### config.mk
export PLATFORM = sky130hd
export DESIGN_NAME = ex_stage_mdu
export DESIGN_NICKNAME = d
export VERILOG_FILES = /design/src/rtl/ex_stage_mdu.sv
export SDC_FILE = /design/constraint.sdc
export NUM_CORES = 1
export LEC_CHECK = 0
export CAP_MARGIN = 20
export CORE_ASPECT_RATIO = 1.1
export CORE_MARGIN = 2
export CORE_UTILIZATION = 50
export DETAILED_ROUTE_END_ITERATION = 7
export PLACE_DENSITY_LB_ADDON = 0.05
export REMOVE_ABC_BUFFERS = 1
export SYNTH_ARGS = -nofsm -noshare
export SYNTH_HDL_FRONTEND = slang
export SYNTH_SLANG_ARGS = --single-unit
### constraint.sdc
create_clock -name clk_i -period 13.2 [get_ports clk_i]
set_clock_uncertainty 0.2 [all_clocks]
set_input_delay 3.3 -clock clk_i [delete_from_list [all_inputs] [get_ports clk_i]]
set_output_delay 3.3 -clock clk_i [all_outputs]
set_load 0.005 [all_outputs]
### src/rtl/ex_stage_mdu.sv
// Execute stage: operand forwarding, single-cycle ALU, EX/MEM pipeline register,
// and an iterative shift-add / restoring-divide unit that holds the front end.
module ex_stage_mdu #(
    parameter int XLEN   = 32,
    parameter int REG_AW = 5,
    parameter bit MDU_EN = 1'b1
) (
    input  logic              clk_i,
    input  logic              start_i,
    input  logic              RegWrite_i,
    input  logic              MemToReg_i,
    input  logic [1:0]        MemRead_i,
    input  logic [1:0]        MemWrite_i,
    input  logic [1:0]        ALUOp_i,
    input  logic              ALUSrc_i,
    input  logic              RegDst_i,
    input  logic [REG_AW-1:0] RTaddr_i,
    input  logic [REG_AW-1:0] RDaddr_i,
    input  logic [5:0]        Funct_i,
    input  logic [XLEN-1:0]   RSdata_i,
    input  logic [XLEN-1:0]   RTdata_i,
    input  logic [XLEN-1:0]   ExtImmd_i,
    input  logic [1:0]        RSdatasrc_i,
    input  logic [1:0]        RTdatasrc_i,
    input  logic [XLEN-1:0]   MEM_ALU_result_i,
    input  logic [XLEN-1:0]   WB_RegData_i,
    output logic              RegWrite_o,
    output logic              MemToReg_o,
    output logic [1:0]        MemRead_o,
    output logic [1:0]        MemWrite_o,
    output logic [REG_AW-1:0] RegAddr_o,
    output logic [XLEN-1:0]   WriteData_o,
    output logic [XLEN-1:0]   ALUdata_o,
    output logic              stall_o
);
    localparam int CW = $clog2(XLEN);

    localparam logic [5:0] FN_ADD  = 6'h20;
    localparam logic [5:0] FN_SUB  = 6'h22;
    localparam logic [5:0] FN_AND  = 6'h24;
    localparam logic [5:0] FN_OR   = 6'h25;
    localparam logic [5:0] FN_SLT  = 6'h2A;
    localparam logic [5:0] FN_MUL  = 6'h18;
    localparam logic [5:0] FN_DIVU = 6'h1B;
    localparam logic [5:0] FN_REMU = 6'h1F;

    typedef enum logic [1:0] {
        IDLE = 2'd0,
        MUL  = 2'd1,
        DIV  = 2'd2,
        DONE = 2'd3
    } state_t;

    state_t state_reg;
    state_t state_next;

    // ------------------------------------------------------------------
    // Operand forwarding: index 0 is rs, index 1 is rt
    // ------------------------------------------------------------------
    logic [XLEN-1:0] regData [2];
    logic [1:0]      fwdSel  [2];
    logic [XLEN-1:0] fwdData [2];

    assign regData[0] = RSdata_i;
    assign regData[1] = RTdata_i;
    assign fwdSel[0]  = RSdatasrc_i;
    assign fwdSel[1]  = RTdatasrc_i;

    genvar gi;
    generate
        for (gi = 0; gi < 2; gi++) begin : g_fwd
            assign fwdData[gi] = (fwdSel[gi] == 2'd0) ? regData[gi]      :
                                 (fwdSel[gi] == 2'd1) ? WB_RegData_i     :
                                 (fwdSel[gi] == 2'd2) ? MEM_ALU_result_i :
                                                        '0;
        end
    endgenerate

    logic [XLEN-1:0] opA;
    logic [XLEN-1:0] rtFwd;
    logic [XLEN-1:0] opB;

    assign opA   = fwdData[0];
    assign rtFwd = fwdData[1];
    assign opB   = ALUSrc_i ? ExtImmd_i : rtFwd;

    // ------------------------------------------------------------------
    // Decode and single-cycle ALU
    // ------------------------------------------------------------------
    logic isMduFunct;
    logic mduReq;
    logic sltBit;
    logic [XLEN-1:0] aluResult;

    assign isMduFunct = (Funct_i == FN_MUL) || (Funct_i == FN_DIVU) || (Funct_i == FN_REMU);
    assign mduReq     = MDU_EN && (ALUOp_i == 2'd1) && isMduFunct;
    assign sltBit     = $signed(opA) < $signed(opB);

    always_comb begin
        aluResult = '0;
        case (ALUOp_i)
            2'd1: begin
                case (Funct_i)
                    FN_ADD:  aluResult = opA + opB;
                    FN_SUB:  aluResult = opA - opB;
                    FN_AND:  aluResult = opA & opB;
                    FN_OR:   aluResult = opA | opB;
                    FN_SLT:  aluResult = {{(XLEN-1){1'b0}}, sltBit};
                    default: aluResult = '0;
                endcase
            end
            2'd2, 2'd3: aluResult = opA + opB;
            default:    aluResult = '0;
        endcase
    end

    // ------------------------------------------------------------------
    // MDU control FSM
    // ------------------------------------------------------------------
    logic [CW-1:0] count_reg;
    logic          stallRaw;
    logic          mduLoad;
    logic          bubble;
    logic          mduDone;

    always_ff @(posedge clk_i or negedge start_i) begin
        if (!start_i) begin
            state_reg <= IDLE;
        end else begin
            state_reg <= state_next;
        end
    end

    always_comb begin
        state_next = state_reg;
        stallRaw   = 1'b0;
        mduLoad    = 1'b0;
        bubble     = 1'b0;
        mduDone    = 1'b0;
        case (state_reg)
            IDLE: begin
                if (mduReq) begin
                    stallRaw   = 1'b1;
                    mduLoad    = 1'b1;
                    bubble     = 1'b1;
                    state_next = (Funct_i == FN_MUL) ? MUL : DIV;
                end
            end
            MUL, DIV: begin
                stallRaw = 1'b1;
                bubble   = 1'b1;
                if (count_reg == '0) begin
                    state_next = DONE;
                end
            end
            DONE: begin
                mduDone    = 1'b1;
                state_next = IDLE;
            end
            default: state_next = IDLE;
        endcase
    end

    // A held MDU instruction must not raise stall while the stage is in reset.
    assign stall_o = start_i & stallRaw;

    // ------------------------------------------------------------------
    // MDU datapath: accum holds product (MUL) or partial remainder (DIV);
    // shiftA holds multiplicand or dividend/quotient; shiftB multiplier or divisor.
    // ------------------------------------------------------------------
    logic [XLEN-1:0] accum_reg;
    logic [XLEN-1:0] shiftA_reg;
    logic [XLEN-1:0] shiftB_reg;
    logic            wantQuot_reg;

    logic [XLEN:0]   remShift;
    logic [XLEN:0]   remDiff;
    logic            divGe;
    logic [XLEN-1:0] mduResult;

    assign remShift  = {accum_reg, shiftA_reg[XLEN-1]};
    assign remDiff   = remShift - {1'b0, shiftB_reg};
    // Partial remainder is always below 2^XLEN, so the top bit is exactly the borrow.
    assign divGe     = ~remDiff[XLEN];
    assign mduResult = wantQuot_reg ? shiftA_reg : accum_reg;

    always_ff @(posedge clk_i or negedge start_i) begin
        if (!start_i) begin
            count_reg    <= '0;
            accum_reg    <= '0;
            shiftA_reg   <= '0;
            shiftB_reg   <= '0;
            wantQuot_reg <= 1'b0;
        end else if (mduLoad) begin
            count_reg    <= CW'(XLEN - 1);
            accum_reg    <= '0;
            shiftA_reg   <= opA;
            shiftB_reg   <= opB;
            wantQuot_reg <= (Funct_i == FN_DIVU);
        end else if (state_reg == MUL) begin
            if (count_reg != '0) begin
                count_reg <= count_reg - 1'b1;
            end
            accum_reg  <= accum_reg + (shiftB_reg[0] ? shiftA_reg : '0);
            shiftA_reg <= shiftA_reg << 1;
            shiftB_reg <= shiftB_reg >> 1;
        end else if (state_reg == DIV) begin
            if (count_reg != '0) begin
                count_reg <= count_reg - 1'b1;
            end
            accum_reg  <= divGe ? remDiff[XLEN-1:0] : remShift[XLEN-1:0];
            shiftA_reg <= {shiftA_reg[XLEN-2:0], divGe};
        end
    end

    // ------------------------------------------------------------------
    // EX/MEM register
    // ------------------------------------------------------------------
    always_ff @(posedge clk_i or negedge start_i) begin
        if (!start_i) begin
            RegWrite_o  <= 1'b0;
            MemToReg_o  <= 1'b0;
            MemRead_o   <= '0;
            MemWrite_o  <= '0;
            RegAddr_o   <= '0;
            WriteData_o <= '0;
            ALUdata_o   <= '0;
        end else if (bubble) begin
            RegWrite_o  <= 1'b0;
            MemToReg_o  <= 1'b0;
            MemRead_o   <= '0;
            MemWrite_o  <= '0;
            RegAddr_o   <= '0;
            WriteData_o <= '0;
            ALUdata_o   <= '0;
        end else begin
            RegWrite_o  <= RegWrite_i;
            MemToReg_o  <= MemToReg_i;
            MemRead_o   <= MemRead_i;
            MemWrite_o  <= MemWrite_i;
            RegAddr_o   <= RegDst_i ? RDaddr_i : RTaddr_i;
            WriteData_o <= rtFwd;
            ALUdata_o   <= mduDone ? mduResult : aluResult;
        end
    end

endmodule

After elaboration in Yosys (flattened, before gate mapping)
Cells that the tools add are included.

cells by class
  div/mod/pow operators = 0
  reduce and logical (&&, ||, !) cells = 13
  multiply operators = 0
  shifts and indexed selects = 0
  add/sub/neg operators = 5
  order comparisons = 1
  multiplexer cells = 41
  equality and inequality tests = 20
  bitwise logic cells = 4

operators by type and width
  kind                   number
  $mux W32               21
  $pmux W32 S5           1
  $add A32 B32 Y32       2
  $pmux W32 S2           1
  $sub A33 B32 Y33       1
  $and A32 B32 Y32       1
  $lt A32 B32 Y1         1
  $or A32 B32 Y32        1
  $sub A32 B32 Y32       1
  $eq A6 B6 Y1 const B   5
  $mux W5                6
  $eq A6 B5 Y1 const B   3
  $eq A2 B2 Y1 const B   6
  $mux W2                5
  $eq A2 B1 Y1 const B   4
  $logic_not A2 Y1       3
  $pmux W2 S3            1
  $logic_not A5 Y1       1
  $mux W1                5
  $reduce_bool A5 Y1     1
  $sub A5 B1 Y5 const B  1
  $ne A2 B2 Y1 const B   2
  $reduce_or A2 Y1       2
  $reduce_bool A3 Y1     1
  other kinds (7)        8

word-level totals
  bits of input ports = 192
  logic and storage cells = 97
  memories = 0
  latch bits = 0
  ROM bits = 0
  flip-flop bits (word level) = 179
  bits in writable memories = 0

Longest topological paths before layout
  depth after elaboration = 10
  mapped depth = 22
  mapped depth without buffers = 18

Worst setup path after synthesis
Ideal clock, no wire load.

  path kind = input port to output port
  from = input Funct_i[2]
  to = output stall_o
  path buffers = 2
  arrival time = 5533 ps
  slack = 4167 ps
  stages on the path = 8
  data required time = 9700 ps
  path through = or3_1 -> a211oi_1 -> and2_1 -> clkbuf_1 -> nor2_1 -> nor2_1 -> clkbuf_1 -> and2_1

between the ends
  longest elaborated chain between the ends = 7
  elaborated cells between the ends (all ways) = 9

RTL lines
  what                   line  RTL
  from (decl)            19    input logic [5:0] Funct_i,
  $eq A6 B5 Y1           95    assign isMduFunct = (Funct_i == FN_MUL) || (Funct_i == FN_DIVU) || (Funct_i == FN_REMU);
  $logic_or A1 B1 Y1     95
  $logic_or A1 B1 Y1 *   95
  $logic_and A1 B1 Y1 *  96    assign mduReq = MDU_EN && (ALUOp_i == 2'd1) && isMduFunct;
  $mux W1 *              142   if (mduReq) begin
  $pmux W1 S2 *          140   case (state_reg)
  $and A1 B1 Y1 *        165   assign stall_o = start_i & stallRaw;
  to (decl)              34    output logic stall_o

Mark *: on every way between the ends. The rest lies on a longest branch, timed or not.

Worst setup path in the final report
  from = input Funct_i[0]
  to = output stall_o

Same word-level chain as after synthesis.

==> out/metrics.yaml <==
floorplan:
  die_h_um: 206
  rows: 73
  die-area_mm2: 0.0385
  die_w_um: 187
  initial_utilization: 0.509
  ioPinCount: 268
  core-area_mm2: 0.0363
grt:
  antenna_found_initial: 1
  grt_use_met2: 0.504
  grt_usage: 0.326
  busiest_layer: "met2"
  grt_pass1_vias: 16994
  groute.layer.met3.usage: 0.0532
  grt_start_max_net_pins: 84
  use_met1: 0.460
  gr-total-overflow: 0
  grt_pass1_wl_um: 97800
clocking:
  postCtsHoldBufs: 0
  cts_tree: "yes"
  post_cts_resized: 0
  cts_setup_buffers: 0
  cts_sinks: 179
  clock_latency_ns: 0.48
  cts_buffers: 17
  htree_levels: 4
  clkSlewWorstSetupHoldPaths_ns: 0.07
  cts.path.max_buffers: 2
  clockRootBuffer: "clkbuf_16"
layout:
  post-route-util: 0.607
  drive_gt1_frac: 0.0646
  final_common_cell: "clkdlybuf4s50_1"
  layout_common_cells: "clkdlybuf4s50_1, a21oi_1, nand2_1, nor2_1, dfrtp_1"
  area_growth_pct: 19.2
  finalNetCount: 2808
  nFillCells: 3287
pwr:
  leakage_uw: 0.00973
  peakVddDrop_uv: 332
  power_density_mw_per_mm2: 196
critical_path:
  crit_type: "in -> out"
  cp_max_fo: 28
  reg2reg_from: "shiftB_reg[0]"
  cp-end-kind: "output port"
  critPathArrivalTime_ns: 6.91
  crit_path_start_kind: "primary input"
  critPathRequiredTime_ns: 9.70
  critical_path.startpoint: "Funct_i[0]"
timing:
  relSlewSlack: 0.322
  drv_slew: 0
  whs_ns: 0.333
  finalHoldViolations: 0
  rsz0062_at_grt: "false"
  worst_pin_slew_ns: 0.988
  finalSetupViolCount: 0
  fin_crit_sh: 0.789
  fin_crit_ns: 10.41
  finalSetupTns_ns: 0
  fmax_mhz: 96.0
routing:
  drtIter0Drc: 1686
  drc: 0
  firstDrtPassIters: 6
  wire_per_inst_um: 21.2
  via_per_inst: 6.03
  vias: 17872
  antenna_left: 0
  routed_wl_um: 62900
placed_design:
  io_buffers: 267
  dp_hpwl_um: 49700
  gp_congestion: 0.971
logic_synthesis:
  syn_inst: 2274
  syn_avg_cell_area_um2: 8.12
  yosysWarningCount: 0
  ys_ff_latch: 179
  ys_seq_area_frac: 0.243
  ys.flop_type: "dfrtp_1"
  yosys.area_share.xor_xnor: 0.0432
  synthArstFlopShare: 1.00
  syn-cell-area_mm2: 0.0185
  synthSimpleGateAreaFrac: 0.162
  synth_cell_types: 113
  synthMuxAreaShare: 0.0812
  synthAdderAreaFrac: 0.105
  synth_top_family_by_area: "compound AO/OA/AOI/OAI gates"
  synth-edff-count: 0
  synth_compound_area_frac: 0.306
min_path:
  min_from: "shiftA_reg[2]"
  min_path_type: "reg -> reg"
outcome:
  status: "complete, no violations"
flow_run:
  maxCapViolCount: 0
synth_stat cells (11+ instances only):
cell type | count | area share
nand2b_1 | 20 | 0.0068
o21ai_0 | 152 | 0.041
nor2b_1 | 46 | 0.016
inv_1 | 135 | 0.027
nand3_1 | 24 | 0.0065
a211oi_1 | 32 | 0.013
mux2i_1 | 134 | 0.073
o22ai_1 | 20 | 0.0068
xor2_1 | 33 | 0.016
and2_1 | 43 | 0.015
buf_1 | 13 | 0.0026
nor2_1 | 188 | 0.038
and3_1 | 16 | 0.0054
ha_1 | 148 | 0.10
a21o_1 | 60 | 0.024
o211a_1 | 28 | 0.015
o21a_1 | 21 | 0.0085
xnor2_1 | 58 | 0.028
mux2_2 | 12 | 0.0073
nand4_1 | 11 | 0.0037
o21ai_1 | 12 | 0.0033
a21oi_1 | 233 | 0.063
a31oi_1 | 13 | 0.0044
nor3_1 | 29 | 0.0079
o21bai_1 | 22 | 0.0089
a221oi_1 | 26 | 0.012
nand3b_1 | 14 | 0.0057
o211ai_1 | 29 | 0.012
dfrtp_1 | 179 | 0.24
nand2_1 | 206 | 0.042
clkbuf_1 | 83 | 0.017
final cells by class:
cell class	instances	area (um^2)	share of cell area
flip-flops and latches	179	4480	0.203
diodes	1	2.50	0.000114
repair buffers	292	2850	0.130
inverters	144	543	0.0247
well taps	487	609	0.0277
multi-input cells	1830	12900	0.587
clock inverters	14	181	0.00824
clock buffers	18	429	0.0195
stage by stage:
| step | std cells | instance area, um^2 | total power (uW) | setup slack (ns) |
|---|---|---|---|---|
| floorplan | 2153 | 17900 | 2810 | 1.81 |
| global placement | 2931 | 21400 | 3670 | 2.96 |
| detailed placement | 2931 | 21400 | 3710 | 2.86 |
| CTS | 2963 | 22000 | 4280 | 2.86 |
| global route | 2964 | 22000 | 4650 | 2.72 |
| finish | 2965 | 22000 | 4310 | 2.79 |
where the power goes:
part / switching [uW] / internal (uW) / leakage, uW
clock network: 265 / 289 / 0.000297
logic: 1600 / 1170 / 0.00712
registers: 210 / 777 / 0.00232
total: 2080 / 2230 / 0.00973
worst max-delay path: stages:
cell and delay, ns:
clkdlybuf4s50_1 0.77, or3_1 0.52, a211oi_1 0.65, and2_2 0.26
buf_4 0.31, nor2_1 0.15, nor2_4 0.14, and2_1 0.23
clkdlybuf4s50_1 0.54
metal layers:
metal	routed length (um)	vias up	part of all wire
met1	29000	8406	0.46
met3	4430	95	0.071
li1	-	8634	-
met2	27300	737	0.43
met4	2100	0	0.033
met5	0	-	0
cells by family (layout without fill, tap and decap cells):
kind of cell,count (synthesis),count (layout)
adders and majority gates,152,152
AOI/OAI and AO/OA,807,807
muxes,147,147
and+or+nand+nor,633,633
xor gates and xnor gates,91,91
other,0,1
buffers and inverters,265,468
DFF,179,179
worst paths after layout:
check                                      to  slack [ns]  depth (start not counted)
worst max register to register  accum_reg[29]        7.98                         16
max in group asynchronous       shiftB_reg[1]        8.94                          2
worst min-delay path            shiftA_reg[2]        0.33                          2
min in group asynchronous       shiftA_reg[3]        2.65                          1
worst min register to register  shiftA_reg[2]        0.33                          2
worst max-delay path                  stall_o        2.79                          9
Note: power is estimated with default switching activity, not from simulation.
